**src/rtl/ahb_pkg.sv**
```systemverilog
// Shared AHB-Lite types for the slave router: transfer kinds, response codes and router FSM states.
// No logic of its own; imported by the decoder and the router top.
package ahb_pkg;

   typedef enum logic [1:0] {
      IDLE   = 2'd0,
      BUSY   = 2'd1,
      NONSEQ = 2'd2,
      SEQ    = 2'd3
   } htrans_e;

   localparam logic HRESP_OKAY  = 1'b0;
   localparam logic HRESP_ERROR = 1'b1;

   typedef enum logic [1:0] {
      NODP = 2'd0,
      SLV  = 2'd1,
      ERR1 = 2'd2,
      ERR2 = 2'd3
   } router_state_e;

   // Owner index width, clamped to one bit so a single-slave build still has a register.
   function automatic int idx_width(input int n);
      return (n > 1) ? $clog2(n) : 1;
   endfunction

endpackage

```
**src/rtl/ahb_addr_decoder.sv**
```systemverilog
// Combinational priority address decoder: zero latency, no backpressure.
// Lowest matching slot wins on overlapping regions; sel is onehot on a hit and all-zero on a miss.
module ahb_addr_decoder
   import ahb_pkg::*;
#(
   parameter int                              ADDR_WIDTH = 32,
   parameter int                              N_SLAVES   = 4,
   parameter int                              IDX_W      = 2,
   parameter logic [N_SLAVES*ADDR_WIDTH-1:0]  SLAVE_BASE = '0,
   parameter logic [N_SLAVES*ADDR_WIDTH-1:0]  SLAVE_MASK = '0
) (
   input  logic [ADDR_WIDTH-1:0] addr_i,
   output logic [N_SLAVES-1:0]   sel_o,
   output logic                  hit_o,
   output logic [IDX_W-1:0]      idx_o
);

   always_comb begin
      hit_o = 1'b0;
      idx_o = '0;
      sel_o = '0;
      // Scan from the top so the lowest matching index is the last one written.
      for (int i = N_SLAVES - 1; i >= 0; i--) begin
         if ((addr_i & SLAVE_MASK[i*ADDR_WIDTH +: ADDR_WIDTH]) == SLAVE_BASE[i*ADDR_WIDTH +: ADDR_WIDTH]) begin
            hit_o = 1'b1;
            idx_o = IDX_W'(i);
         end
      end
      for (int i = 0; i < N_SLAVES; i++) begin
         sel_o[i] = hit_o && (int'(idx_o) == i);
      end
   end

endmodule

```
**src/rtl/ahb_slave_router.sv**
```systemverilog
// AHB-Lite decoder + response mux for N slaves with a built-in two-cycle ERROR default slave; zero-cycle decode,
// response follows the data-phase owner's HREADYOUT. Optional wait-state timeout under AHB_ROUTER_TIMEOUT_EN.
module ahb_slave_router
   import ahb_pkg::*;
#(
   parameter int                              ADDR_WIDTH     = 32,
   parameter int                              DATA_WIDTH     = 32,
   parameter int                              N_SLAVES       = 4,
   parameter logic [N_SLAVES*ADDR_WIDTH-1:0]  SLAVE_BASE     = '0,
   parameter logic [N_SLAVES*ADDR_WIDTH-1:0]  SLAVE_MASK     = '0,
   parameter int                              TIMEOUT_CYCLES = 256
) (
   input  logic                           clk,
   input  logic                           rst,
   input  logic [ADDR_WIDTH-1:0]          m_addr,
   input  logic [1:0]                     m_trans,
   output logic [DATA_WIDTH-1:0]          m_rdata,
   output logic                           m_ready,
   output logic                           m_resp,
   output logic [N_SLAVES-1:0]            s_sel,
   input  logic [N_SLAVES*DATA_WIDTH-1:0] s_rdata,
   input  logic [N_SLAVES-1:0]            s_ready,
   input  logic [N_SLAVES-1:0]            s_resp,
   output logic                           timeout
);

   localparam int OW = idx_width(N_SLAVES);

   if (N_SLAVES < 1 || N_SLAVES > 16) begin : g_bad_n
      $error("ahb_slave_router: N_SLAVES must be 1..16");
   end
   if (TIMEOUT_CYCLES < 1) begin : g_bad_to
      $error("ahb_slave_router: TIMEOUT_CYCLES must be at least 1");
   end

   router_state_e   state_q;
   router_state_e   ap_state_d;
   logic [OW-1:0]   owner_q;
   logic [OW-1:0]   ap_owner_d;
   logic            dec_hit;
   logic [OW-1:0]   dec_idx;
   logic            addr_acc;
   htrans_e         trans;

   ahb_addr_decoder #(
      .ADDR_WIDTH (ADDR_WIDTH),
      .N_SLAVES   (N_SLAVES),
      .IDX_W      (OW),
      .SLAVE_BASE (SLAVE_BASE),
      .SLAVE_MASK (SLAVE_MASK)
   ) u_dec (
      .addr_i (m_addr),
      .sel_o  (s_sel),
      .hit_o  (dec_hit),
      .idx_o  (dec_idx)
   );

   always_comb begin
      m_ready = 1'b1;
      m_resp  = HRESP_OKAY;
      m_rdata = '0;
      case (state_q)
         SLV: begin
            m_rdata = s_rdata[int'(owner_q)*DATA_WIDTH +: DATA_WIDTH];
            m_ready = s_ready[owner_q];
            m_resp  = s_resp[owner_q];
         end
         ERR1: begin
            m_ready = 1'b0;
            m_resp  = HRESP_ERROR;
         end
         ERR2: begin
            m_resp  = HRESP_ERROR;
         end
         default: ;
      endcase
   end

   // Next data phase implied by the address phase currently on the bus.
   always_comb begin
      trans      = htrans_e'(m_trans);
      addr_acc   = m_ready && (trans == NONSEQ || trans == SEQ);
      ap_state_d = NODP;
      ap_owner_d = owner_q;
      if (addr_acc) begin
         if (dec_hit) begin
            ap_state_d = SLV;
            ap_owner_d = dec_idx;
         end else begin
            ap_state_d = ERR1;
         end
      end
   end

`ifdef AHB_ROUTER_TIMEOUT_EN
   localparam int CW = $clog2(TIMEOUT_CYCLES + 1);

   logic [CW-1:0] wait_cnt_q;
   logic          timeout_q;
   logic          wait_expired;

   assign wait_expired = (state_q == SLV) && !m_ready && (wait_cnt_q == CW'(TIMEOUT_CYCLES - 1));
   assign timeout      = timeout_q;

   always_ff @(posedge clk or posedge rst) begin
      if (rst) begin
         wait_cnt_q <= '0;
         timeout_q  <= 1'b0;
      end else if (state_q == SLV && !m_ready) begin
         if (wait_expired) begin
            wait_cnt_q <= '0;
            timeout_q  <= 1'b1;
         end else begin
            wait_cnt_q <= wait_cnt_q + 1'b1;
         end
      end else begin
         wait_cnt_q <= '0;
      end
   end
`else
   assign timeout = 1'b0;
`endif

   always_ff @(posedge clk or posedge rst) begin
      if (rst) begin
         state_q <= NODP;
         owner_q <= '0;
      end else if (m_ready) begin
         state_q <= ap_state_d;
         owner_q <= ap_owner_d;
      end else if (state_q == ERR1) begin
         state_q <= ERR2;
`ifdef AHB_ROUTER_TIMEOUT_EN
      end else if (wait_expired) begin
         // The stalled owner is abandoned; its eventual HREADYOUT is never looked at.
         state_q <= ERR1;
`endif
      end
   end

endmodule

```
**config.mk**
```make
export PLATFORM = sky130hd
export DESIGN_NAME = ahb_slave_router
export DESIGN_NICKNAME = d
export VERILOG_FILES = /design/src/rtl/ahb_pkg.sv /design/src/rtl/ahb_addr_decoder.sv /design/src/rtl/ahb_slave_router.sv
export SDC_FILE = /design/constraint.sdc
export NUM_CORES = 1
export LEC_CHECK = 0
export CAP_MARGIN = 20
export CELL_PAD_IN_SITES_DETAIL_PLACEMENT = 1
export CELL_PAD_IN_SITES_GLOBAL_PLACEMENT = 1
export CORE_MARGIN = 1
export CORE_UTILIZATION = 13
export CTS_CLUSTER_SIZE = 16
export DETAILED_ROUTE_END_ITERATION = 6
export PLACE_DENSITY_LB_ADDON = 0.15
export SYNTH_ARGS = -nofsm -noshare
export SYNTH_HDL_FRONTEND = slang
export SYNTH_HIERARCHICAL = 1
export SYNTH_SLANG_ARGS = --single-unit
```
**constraint.sdc**
```tcl
create_clock -name clk -period 2.1 [get_ports clk]
set_clock_uncertainty 0.2 [all_clocks]
set_input_delay 0.63 -clock clk [delete_from_list [all_inputs] [get_ports clk]]
set_output_delay 0.63 -clock clk [all_outputs]
set_load 0.02 [all_outputs]
```
==> impl_metrics.csv, run 1 <==
group,metric,value,unit
clocking,cts.root.buffer_cell,"clkbuf_8",
run,drv_cap,0,
clocking,hold_buffers,0,
floorplanning,ios,211,
clocking,h-tree-depth,1,
placement,routabilityCongestion,0.733,
yosys,synth_area,0.00138,sq mm
clocking,clk_pin_slew_worst_paths,0.03,ns
floorplanning,rows,37,
clocking,cts_buffers,3,
timing,rsz0062_at_grt,"yes",
routing,vias,1827,
cells_and_area,nNetsFinal,476,
cells_and_area,instances_no_fill,439,
setup_path,critPathMostFrequentCell,"buf_12",
yosys,synth.avg_cell_area,11.2,sq um
timing,period_share,120,%
yosys,ys.flop_type,"dfrtp_1",
setup_path,cp_data_required_time,1.27,ns
setup_path,crit_path_start_kind,"flop",
setup_path,cp_slowest_cell,"mux4_2",
cells_and_area,insertedDiodeCount,0,
clocking,clockBufferDepth,2,
routing,drc_errors,0,
yosys,yosysTopAreaCell,"mux4_2",
power,report.power.total,4180,uW
floorplanning,start_util,13.4,%
worst_hold_path,hp-class,"in2async",
yosys,synthCells,123,
cells_and_area,n_fill_cell,1221,
placement,dp_hpwl,6.04,mm
routing,drt_iter0_markers,40,
setup_path,timing.rr.end,"owner_q[0]$_DFFE_PP0P_",
setup_path,path_class,"reg2out",
floorplanning,dieHeight,105,um
setup_path,worst_setup_path_end_kind,"primary output",
setup_path,path_cells,"buf_12, buf_12, mux4_2, and3_4, buf_6",
floorplanning,placeableCoreArea,0.0103,sq mm
timing,min_period,2.53,ns
yosys,ys_ff_latch,4,
timing,drv_slew,0,
yosys,async_reset_ff_share,100,%
routing,avgViaCountPerCell,4.16,
routing,detail_route.first_pass.iterations,4,
yosys,synth_top_area_share,53.8,%
outcome,status,"finished with violations",
timing,setup_violations,34,
global_routing,grt_pass1_wl,11.1,mm
floorplanning,die_w,105,um
timing,hold_viol,0,
clocking,cts.sinks,4,
floorplanning,dieArea,0.0111,sq mm
setup_path,r2r_setup_slack,0.07,ns
setup_path,regToRegStartpoint,"owner_q[0]$_DFFE_PP0P_",
placement,placed_cells,429,
cells_and_area,drive_above_1_share,43.9,%
cells_and_area,regArea,101,sq um
routing,drt-total-wl,7.36,mm
routing,postRouteAntennaNets,0,
global_routing,grt_max_degree,21,
clocking,clk-insertion-delay-late,0.21,ns
cells_and_area,area_growth,156,%
outcome,violations,"negative setup slack",
yosys,ys_seq_area_share,7.24,%
global_routing,grt_antenna_before_repair,0,
yosys,synth_top_cells_by_count,"33 x mux4_2, 32 x and3_1, 9 x nand2_1",
yosys,netlist-cell-type-count,22,
setup_path,reg2regPathDepth,8,
global_routing,grt-ovfl-total,0,
setup_path,max_stage_delay,0.53,ns
clocking,cts_tree,"built",
setup_path,crit_arrival,1.70,ns
routing,wl_per_cell,16.8,um
power,p_per_area,1180,mW/mm^2
yosys,synth_edf_count,0,
placement,io_buffers,172,
cells_and_area,multi_input_area,0.00134,sq mm
power,p_leak,0.00159,uW
yosys,synth_most_common_cell,"mux4_2",
setup_path,worstPathMaxFanout,8,
global_routing,grt_usage,13.1,%
timing,fmax,396,MHz
yosys,ys.warnings.count,6,
global_routing,grt_pass1_vias,1961,
timing,fin_ws,-0.428,ns
power,ir_drop,0.512,mV
yosys,yosys-top-cells-area,"mux4_2 54%, and3_1 14%, dfrtp_1 7.2%",
## layout make-up
| class | instances | share of cell area (%) |
|---|---|---|
| Timing Repair Buffer | 194 | 52.9 |
| Multi-Input combinational cell | 99 | 37.9 |
| Tap cell | 136 | 4.81 |
| Sequential cell | 4 | 2.87 |
| Clock buffer | 4 | 1.27 |
| Inverter | 2 | 0.212 |
## stage by stage
step / worst slack, ns / util, % / cell area (sq um) / setup TNS (ns) / hold WS, ns
after floorplan: -0.0789 / - / 1590 / -2.00 / 0.196
after global placement: -1.06 / 33.5 / 3460 / -32.52 / 0.413
after detailed placement: -1.05 / 33.5 / 3460 / -32.69 / 0.411
after CTS: -0.438 / 34.2 / 3530 / -13.88 / 0.406
after global routing: -0.485 / 34.2 / 3530 / -15.34 / 0.444
final: -0.428 / 34.2 / 3530 / -13.35 / 0.404
## layout by cell type, fill, tap and decap left out, types with 2 or more instances in the layout
master and instances:
dlygate4sd2_1 129, buf_6 34, mux4_2 33, and3_4 32
buf_4 15, conb_1 8, nand2_1 7, clkdlybuf4s15_1 7
buf_12 5, clkbuf_8 3, dfrtp_1 3, nand2b_1 2
mux2_4 2, a21oi_1 2, inv_1 2, nand2_2 2
buf_16 2, clkdlybuf4s50_1 2
## per-layer routing
metal | up-vias | wire (um) | GRT usage (%)
li1 | 845 | - | -
met2 | 102 | 3790 | 24.0
met3 | 2 | 567 | 2.99
met1 | 878 | 3000 | 16.0
met5 | - | 0 | 0
met4 | 0 | 8 | 1.21
## critical path, delay by kind of cell (launching register included)
family	cells	cell delay, ns
buffers and inverters	3	0.40
flip-flops	1	0.38
multiplexers	1	0.53
AND/OR/NAND/NOR	1	0.17
## report_power, final
group          leakage [uW]  total, uW  switching (uW)  internal, uW
registers         0.0000474        152            35.1           117
logic               0.00152       3860            1630          2230
clock network     0.0000228        168            38.2           130
## sequential cells by signal (all words and copies together), names as in the netlist
name     flops
owner_q      2
state_q      2
## how the worst max path moves through the flow
stage                                 from           to  slack, ns
finish              owner_q[0]$_DFFE_PP0P_   m_rdata[0]      -0.43
global route        owner_q[0]$_DFFE_PP0P_  m_rdata[22]      -0.48
CTS                 owner_q[0]$_DFFE_PP0P_  m_rdata[25]      -0.44
detailed placement              s_rdata[0]   m_rdata[0]      -1.05
global placement                s_rdata[0]   m_rdata[0]      -1.06
floorplan           owner_q[0]$_DFFE_PP0P_  m_rdata[23]      -0.08
## cells by family (layout without fill, tap and decap cells)
logic type	Yosys count	after routing	share of synthesized area (%)
AO/OA/AOI/OAI	9	9	4.62
buffers and inverters	25	200	11.5
flip-flops	4	4	7.24
multiplexers	36	36	56.7
other	3	8	0.814
AND/OR/NAND/NOR	46	46	19.2
## repair_timing
action                     4_1_cts  5_1_grt
cloned                           3        0
pin swaps                       27        3
hold endpoints to repair         0        0
setup buffers                    2        2
setup endpoints to repair       34       34
gates resized for setup        352        7
Power figures use the tool's default switching activity.
==> inputs of run 2 (changes only) <==
RECOVER_POWER = 25   (was default)
==> impl_metrics.csv, run 2 (synthesized netlist as in run 1, its figures left out) <==
group,metric,value,unit
outcome,status,"finished with violations",
outcome,violations,"negative setup slack",
clocking,clockBufferDepth,2,
power,p_per_area,1180,mW/mm^2
cells_and_area,insertedDiodeCount,0,
power,ir_drop,0.512,mV
placement,dp_hpwl,6.04,mm
timing,period_share,120,%
routing,detail_route.first_pass.iterations,4,
clocking,cts.root.buffer_cell,"clkbuf_8",
global_routing,grt_antenna_before_repair,0,
timing,rsz0062_at_grt,"yes",
routing,vias,1827,
timing,drv_slew,0,
floorplanning,ios,211,
cells_and_area,regArea,101,sq um
power,p_leak,0.00159,uW
setup_path,crit_path_start_kind,"flop",
floorplanning,dieArea,0.0111,sq mm
clocking,cts.sinks,4,
global_routing,grt_pass1_vias,1961,
cells_and_area,reg.largest.list,"owner_q x2, state_q x2",
timing,fin_ws,-0.428,ns
floorplanning,placeableCoreArea,0.0103,sq mm
setup_path,path_class,"reg2out",
run,drv_cap,0,
floorplanning,rows,37,
cells_and_area,nNetsFinal,476,
setup_path,cp_data_required_time,1.27,ns
cells_and_area,layout_common_cells,"129 x dlygate4sd2_1, 34 x buf_6, 33 x mux4_2",
cells_and_area,n_fill_cell,1221,
cells_and_area,multi_input_area,0.00134,sq mm
global_routing,grt-ovfl-total,0,
timing,hold_viol,0,
placement,io_buffers,172,
floorplanning,die_w,105,um
global_routing,grt_max_degree,21,
routing,wl_per_cell,16.8,um
cells_and_area,instances_no_fill,439,
placement,routabilityCongestion,0.733,
timing,fmax,396,MHz
routing,drt_iter0_markers,40,
setup_path,worst_setup_path_end_kind,"primary output",
cells_and_area,area_growth,156,%
floorplanning,start_util,13.4,%
placement,placed_cell_area,0.00346,sq mm
clocking,clk-insertion-delay-late,0.21,ns
power,report.power.total,4180,uW
routing,postRouteAntennaNets,0,
routing,drc_errors,0,
floorplanning,dieHeight,105,um
worst_hold_path,hp-class,"reg2reg",
timing,tns,-13.35,ns
clocking,h-tree-depth,1,
routing,drt-total-wl,7.36,mm
placement,placed_cells,429,
cells_and_area,final_cell_area,0.00353,sq mm
timing,hold-worst-slack,0.432,ns
cells_and_area,layout_commonest_cell,"dlygate4sd2_1",
global_routing,grt_usage,13.1,%
cells_and_area,drive_above_1_share,43.9,%
clocking,cts_buffers,3,
timing,min_period,2.53,ns
timing,setup_violations,34,
setup_path,worstPathMaxFanout,8,
setup_path,crit_arrival,1.70,ns
global_routing,grt_pass1_wl,11.1,mm
clocking,cts_tree,"built",
routing,avgViaCountPerCell,4.16,
clocking,clk_pin_slew_worst_paths,0.03,ns
## run 2: cell count changes in the layout (fill, tap and decap cells not counted)
cell             previous run  this run
clkdlybuf4s50_1             2         1
dlygate4sd3_1               0         1
## run 2: timing repair
| item | 4_1_cts | 5_1_grt |
|---|---|---|
| pin swaps | 27 | 3 |
| endpoints found under the setup margin | 34 | 34 |
| setup buffers | 2 | 2 |
| hold buffers | 0 | 0 |
| resized for setup | 352 | 7 |
| gates cloned | 3 | 0 |
## run 2: final cells by class
class	instances	area share [%]
clock buffers	4	1.27
inverters	2	0.212
multi-input cells	99	37.9
flip-flops and latches	4	2.87
well taps	136	4.81
repair buffers	194	52.9
## run 2: where the power goes
| part | internal (uW) | switching (uW) |
|---|---|---|
| sequential | 117 | 35.1 |
| clock | 130 | 38.2 |
| combinational | 2230 | 1630 |
## run 2: path summary, 6_finish.rpt
check / startpoint / to / slack [ns] / cells after the start
setup / recovery: owner_q[0]$_DFFE_PP0P_ / m_rdata[0] / -0.43 / 5
hold / removal: state_q[1]$_DFFE_PP0P_ / state_q[1]$_DFFE_PP0P_ / 0.43 / 3
setup reg to reg: owner_q[0]$_DFFE_PP0P_ / owner_q[0]$_DFFE_PP0P_ / 0.07 / 8
hold reg to reg: state_q[1]$_DFFE_PP0P_ / state_q[1]$_DFFE_PP0P_ / 0.43 / 3
max in group asynchronous: rst / owner_q[0]$_DFFE_PP0P_ / 1.00 / 2
min in group asynchronous: rst / owner_q[1]$_DFFE_PP0P_ / 0.54 / 2
## run 2: through the flow
| stage | setup slack [ns] | util [%] |
|---|---|---|
| floorplan | -0.0789 | - |
| global placement | -1.06 | 33.5 |
| detailed placement | -1.05 | 33.5 |
| CTS | -0.438 | 34.2 |
| global route | -0.485 | 34.2 |
| finish | -0.428 | 34.2 |
## run 2: per-layer routing
layer  GRT usage [%]  up-vias  wire length, um
li1                -      845                -
met1            16.0      878             3000
met4            1.21        0                8
met2            24.0      102             3790
met3            2.99        2              567
met5               0        -                0
## run 2: worst max-delay path, cell delays in order (launching register included)
cell and delay [ns]:
dfrtp_2 0.38, buf_12 0.14, buf_12 0.14, mux4_2 0.53, and3_4 0.17, buf_6 0.12
